===== config.mk =====
export PLATFORM = sky130hd
export DESIGN_NAME = nes_pad_serializer
export DESIGN_NICKNAME = d
export VERILOG_FILES = /design/src/rtl/nes_pad_serializer.sv
export SDC_FILE = /design/constraint.sdc
export NUM_CORES = 1
export LEC_CHECK = 0
export ABC_CLOCK_PERIOD_IN_PS = 2200
export BUFFER_PORTS_ARGS = -buffer_cell sky130_fd_sc_hd__buf_2
export CAP_MARGIN = 5
export CELL_PAD_IN_SITES_DETAIL_PLACEMENT = 1
export CELL_PAD_IN_SITES_GLOBAL_PLACEMENT = 2
export CORE_MARGIN = 2
export CORE_UTILIZATION = 39
export CTS_BUF_LIST = sky130_fd_sc_hd__clkbuf_4 sky130_fd_sc_hd__clkbuf_8
export CTS_CLUSTER_SIZE = 8
export DETAILED_ROUTE_END_ITERATION = 16
export GPL_TIMING_DRIVEN = 0
export PLACE_DENSITY = 0.94
export RECOVER_POWER = 50
export SKIP_LAST_GASP = 1
export SLEW_MARGIN = 5
export SYNTH_ARGS = -nofsm -noshare
export SYNTH_HDL_FRONTEND = slang
export SYNTH_SLANG_ARGS = --single-unit
export TNS_END_PERCENT = 100

===== constraint.sdc =====
create_clock -name clk -period 2.2 [get_ports clk]
set_clock_uncertainty 0.15 [all_clocks]
set_input_delay 0.44 -clock clk [delete_from_list [all_inputs] [get_ports clk]]
set_output_delay 0.44 -clock clk [all_outputs]
set_load 0.01 [all_outputs]

===== src/rtl/nes_pad_serializer.sv =====
// Console-facing emulation of NUM_PADS controller shift registers.
// Latch and pulse lines are sampled as data in the clk domain; nothing runs on them as a clock.
module nes_pad_serializer #(
  parameter int NUM_BUTTONS = 8,
  parameter int NUM_PADS    = 2,
  parameter int SYNC_STAGES = 2,
  parameter bit ACTIVE_LOW  = 1'b1,
  parameter bit FILL_LEVEL  = 1'b1
) (
  input  logic                            clk,
  input  logic                            reset,
  input  logic                            latch_in,
  input  logic [NUM_PADS-1:0]             pulse_in,
  input  logic [NUM_PADS*NUM_BUTTONS-1:0] buttons,
  output logic [NUM_PADS-1:0]             data_out,
  output logic [NUM_PADS-1:0]             frame_done,
  output logic [NUM_PADS-1:0]             overrun
);

  localparam int CW = $clog2(NUM_BUTTONS + 1);
  localparam logic [CW-1:0] CNT_FULL = CW'(NUM_BUTTONS);
  localparam logic [CW-1:0] CNT_LAST = CW'(NUM_BUTTONS - 1);

  function automatic logic line(input logic b);
    return ACTIVE_LOW ? ~b : b;
  endfunction

  // Shared latch: only its level matters, so no edge-detect flop is kept.
  logic [SYNC_STAGES-1:0] latch_sync;
  logic                   latch_s;

  always_ff @(posedge clk or negedge reset) begin
    if (!reset) latch_sync <= '0;
    else        latch_sync <= {latch_sync[SYNC_STAGES-2:0], latch_in};
  end

  assign latch_s = latch_sync[SYNC_STAGES-1];

  for (genvar p = 0; p < NUM_PADS; p++) begin : g_pad
    logic [SYNC_STAGES-1:0] pulse_sync;
    logic                   pulse_d;
    logic                   pulse_rise;
    logic [NUM_BUTTONS-1:0] slice;
    logic [NUM_BUTTONS-1:0] sr;
    logic [CW-1:0]          cnt;
    logic                   data_q;
    logic                   done_q;
    logic                   ovr_q;

    assign slice = buttons[p*NUM_BUTTONS +: NUM_BUTTONS];

    always_ff @(posedge clk or negedge reset) begin
      if (!reset) begin
        pulse_sync <= '0;
        pulse_d    <= 1'b0;
      end else begin
        pulse_sync <= {pulse_sync[SYNC_STAGES-2:0], pulse_in[p]};
        pulse_d    <= pulse_sync[SYNC_STAGES-1];
      end
    end

    assign pulse_rise = pulse_sync[SYNC_STAGES-1] & ~pulse_d;

    // Latch is transparent while high and overrides any pulse edge in the same cycle.
    always_ff @(posedge clk or negedge reset) begin
      if (!reset) begin
        sr     <= '0;
        cnt    <= CNT_FULL;
        data_q <= FILL_LEVEL;
        done_q <= 1'b0;
        ovr_q  <= 1'b0;
      end else begin
        done_q <= 1'b0;
        if (latch_s) begin
          sr     <= slice;
          cnt    <= '0;
          data_q <= line(slice[0]);
          ovr_q  <= 1'b0;
        end else if (pulse_rise && cnt != CNT_FULL) begin
          sr  <= sr >> 1;
          cnt <= cnt + 1'b1;
          if (cnt != CNT_LAST) begin
            data_q <= line(sr[1]);
          end else begin
            data_q <= FILL_LEVEL;
            done_q <= 1'b1;
          end
        end else if (pulse_rise) begin
          data_q <= FILL_LEVEL;
          ovr_q  <= 1'b1;
        end
      end
    end

    assign data_out[p]   = data_q;
    assign frame_done[p] = done_q;
    assign overrun[p]    = ovr_q;
  end

endmodule


==> summary.md <==
| Metric | Value |
|---|---|
| Status | `finished clean` |
| Slew @ Worst Pin | `0.784 ns` |
| Final core occ | `47.9%` |
| Vias/cell | `5.46` |
| DR DRC count | `0` |
| Startpoint Class | `flop` |
| Min Clock Period, post-route | `1.67 ns` |
| Xor/xnor share of the synthesized area | `0%` |
| Htree depth | `2` |
| Slew headroom | `47.8%` |
| Synth Net Count | `182` |
| Total number of vias | `1317` |
| Post-CTS Hold Fix Bufs | `0` |
| First-pass GRT wire length | `6660 um` |
| Post-CTS sizing | `0` |
| PwrDens | `717 nW/um^2` |
| Post-Synth Adder-Cell Area | `3.08%` |
| Filler cells | `461` |
| Tcrit/Tclk final | `76.1%` |
| Clock Tree Root | `clkbuf_8` |
| Vias in the first global route | `1370` |
| Core Area | `4000 sq um` |
| VDD IR max | `0.366 mV` |
| CP required | `2.22 ns` |
| Starting Density | `40.7%` |
| Clock sink total | `36` |
| Most frequent cells in the layout | `dfrtp_1 (32), buf_2 (26), o21ai_0 (24)` |
| Register bit total from synthesis | `36` |
| Slew Limit Fails | `0` |
| RR Endpoint | `g_pad[1].sr[2]$_DFFE_PN0P_` |
| CTS tree | `built` |
| Die Y | `68.6 um` |
| Row count | `23` |
| Cts bufs inserted | `5` |
| DR pass1 iterations | `4` |
| Max-cap violation count | `0` |
| Reg2reg start | `g_pad[1].cnt[0]$_DFFE_PN0P_` |
| CP max FO | `10` |
| Multi-input logic area | `606 sq um` |
| Post-DRT Antenna Nets | `0` |
| Storage cell area | `906 sq um` |
| Share of total power in combinational logic | `10.5%` |
| Post-Synth Simple-Gate Area | `10.3%` |
| # diodes | `0` |
| Post-CTS Setup Inserts | `0` |
| Share of cells above drive strength 1 | `24.1%` |
| Routability cong. | `0.790` |
| Sequential power share | `52.9%` |
| Largest net degree at the start of global routing | `37` |
| Register area share after synthesis | `55.7%` |
| RSZ-0062 raised after global routing | `no` |
| # port buffers | `26` |
| Kind of critical path | `reg2reg` |
| Clk buf depth | `2` |
| Synth Area per Inst | `10.4 sq um` |
| Fin nets | `215` |
| Pleak | `0.842 nW` |
| Sw Ratio | `23.7%` |
| Fin Setup TNS | `0 ns` |
| Number of DRC markers in iteration 0 | `45` |
| Psw | `0.326 mW` |
| CP endpoint kind | `flop` |
| Worst-Skew Late Latency | `0.28 ns` |
| Synth-to-layout area growth | `17.8%` |
| Grt ovf | `0` |
| Wire per inst | `16.6 um` |
| Pint | `1.05 mW` |
| Die width | `68.6 um` |
| Synth Cell Area | `1630 sq um` |
| Final Hold Fails | `0` |
| Final WL | `4000 um` |
| Area fraction in compound gates after synthesis | `23.8%` |
| Post-Synthesis Cells | `157` |
| Worst EP arrival | `1.69 ns` |
| Clock-pin slew on the worst setup and hold paths | `0.07 ns` |
| Final Setup Violations | `0` |
| Synth cell types | `23` |
| Fmax | `597 MHz` |
| Most common cell after layout, fill and taps aside | `dfrtp_1` |
| Die area | `4700 sq um` |
| Post-synthesis mux area share | `0%` |
| FF-to-FF path depth | `6` |
| Min-Delay Path Class | `in2async` |
| Worst R2R Setup Slack | `0.53 ns` |
| Total GRT Usage | `19.9%` |
| Largest family of logic cells by synthesized area | `compound AO/OA/AOI/OAI gates` |
| Clock Power Share | `36.6%` |
| IO Count | `27` |
| Post-DP HPWL | `2820 um` |
| Initial antenna violation count | `0` |
| Yosys warns | `0` |
metal layers:
layer  global-route usage (%)  routed length, um  vias to the layer above  part of all wire, %
met5                        0                  0                        -                    0
met4                     8.50                 59                        0                  1.5
met3                     4.38                 96                        6                  2.4
met2                     32.9               2030                       15                   51
met1                     24.9               1810                      668                   45
li1                         -                  -                      628                    -
worst max path at each step:
stage | startpoint | to | slack [ns] | cells past startpoint
after floorplan | g_pad[0].cnt[0]$_DFFE_PN0P_ | g_pad[0].cnt[2]$_DFFE_PN0P_ | 0.68 | 5
after global placement | g_pad[1].cnt[0]$_DFFE_PN0P_ | g_pad[1].sr[7]$_DFFE_PN0P_ | 0.61 | 6
after detailed placement | g_pad[1].cnt[0]$_DFFE_PN0P_ | g_pad[1].sr[2]$_DFFE_PN0P_ | 0.53 | 6
after CTS | g_pad[1].cnt[0]$_DFFE_PN0P_ | g_pad[1].sr[2]$_DFFE_PN0P_ | 0.51 | 6
after global routing | g_pad[1].cnt[0]$_DFFE_PN0P_ | g_pad[1].sr[2]$_DFFE_PN0P_ | 0.40 | 6
final | g_pad[1].cnt[0]$_DFFE_PN0P_ | g_pad[1].sr[2]$_DFFE_PN0P_ | 0.53 | 6
worst max-delay path, stage by stage (launching register included):
cell	delay [ns]
dfrtp_1	0.40
inv_1	0.08
ha_1	0.22
and3b_1	0.20
clkbuf_2	0.18
o21ai_0	0.23
a2bb2oi_1	0.09
kinds of logic (layout without fill, tap and decap cells):
logic type,Yosys count,in the layout
and+or+nand+nor,30,30
buffers and inverters,24,58
DFF,36,36
AOI/OAI and AO/OA,63,63
adders and majority gates,4,4
final cells by class:
type                            count  area share (%)
Buffer                             17            4.63
Sequential cell                    36            47.3
Inverter                            7            1.37
Timing Repair Buffer               26            6.79
Clock buffer                        8            5.09
Tap cell                           50            3.26
Multi-Input combinational cell     97            31.6
flip-flops by register name, summed over array words and instances, names as in the netlist:
name,flops
g_pad.sr,14
g_pad.cnt,8
g_pad.pulse_sync,4
g_pad.data_q,2
g_pad.done_q,2
g_pad.ovr_q,2
g_pad.pulse_d,2
latch_sync,2
power groups by stage:
| stage | Sequential [mW] | Combinational, mW | Clock (mW) |
|---|---|---|---|
| detailed placement | 0.739 | 0.146 | 0 |
| CTS | 0.727 | 0.148 | 0.518 |
| floorplan | 0.732 | 0.0879 | 0 |
| finish | 0.727 | 0.145 | 0.502 |
| global route | 0.733 | 0.165 | 0.543 |
| global placement | 0.736 | 0.137 | 0 |
cells in the mapped netlist:
library cell / number / area [sq um]
dfrtp_1: 32 / 801
o21ai_0: 24 / 120
a2bb2oi_1: 12 / 105
a31oi_1: 12 / 75.1
a21oi_1: 11 / 55.1
clkbuf_1: 9 / 33.8
inv_1: 7 / 26.3
nand3_1: 7 / 35.0
buf_4: 6 / 45.0
dfstp_2: 4 / 105
ha_1: 4 / 50.1
nand2_1: 4 / 15.0
nand3b_1: 4 / 30.0
nor2_1: 4 / 15.0
a41oi_1: 2 / 17.5
and3b_1: 2 / 17.5
clkbuf_2: 2 / 10.0
nand2b_1: 2 / 12.5
nor2b_1: 2 / 12.5
nor3_1: 2 / 10.0
o31ai_1: 2 / 15.0
or3_1: 2 / 12.5
or4_1: 1 / 7.51
through the flow:
step                setup WS, ns  hold WS [ns]  area (sq um)  total power [mW]  std cells
CTS                        0.508         0.101          1920              1.39        241
global route               0.397        0.0996          1920              1.44        241
floorplan                  0.680      -0.00559          1630             0.820        157
detailed placement         0.532         0.192          1820             0.886        233
finish                     0.526        0.0834          1920              1.37        241
global placement           0.607         0.184          1820             0.873        233
(Power assumes the default switching activity.)
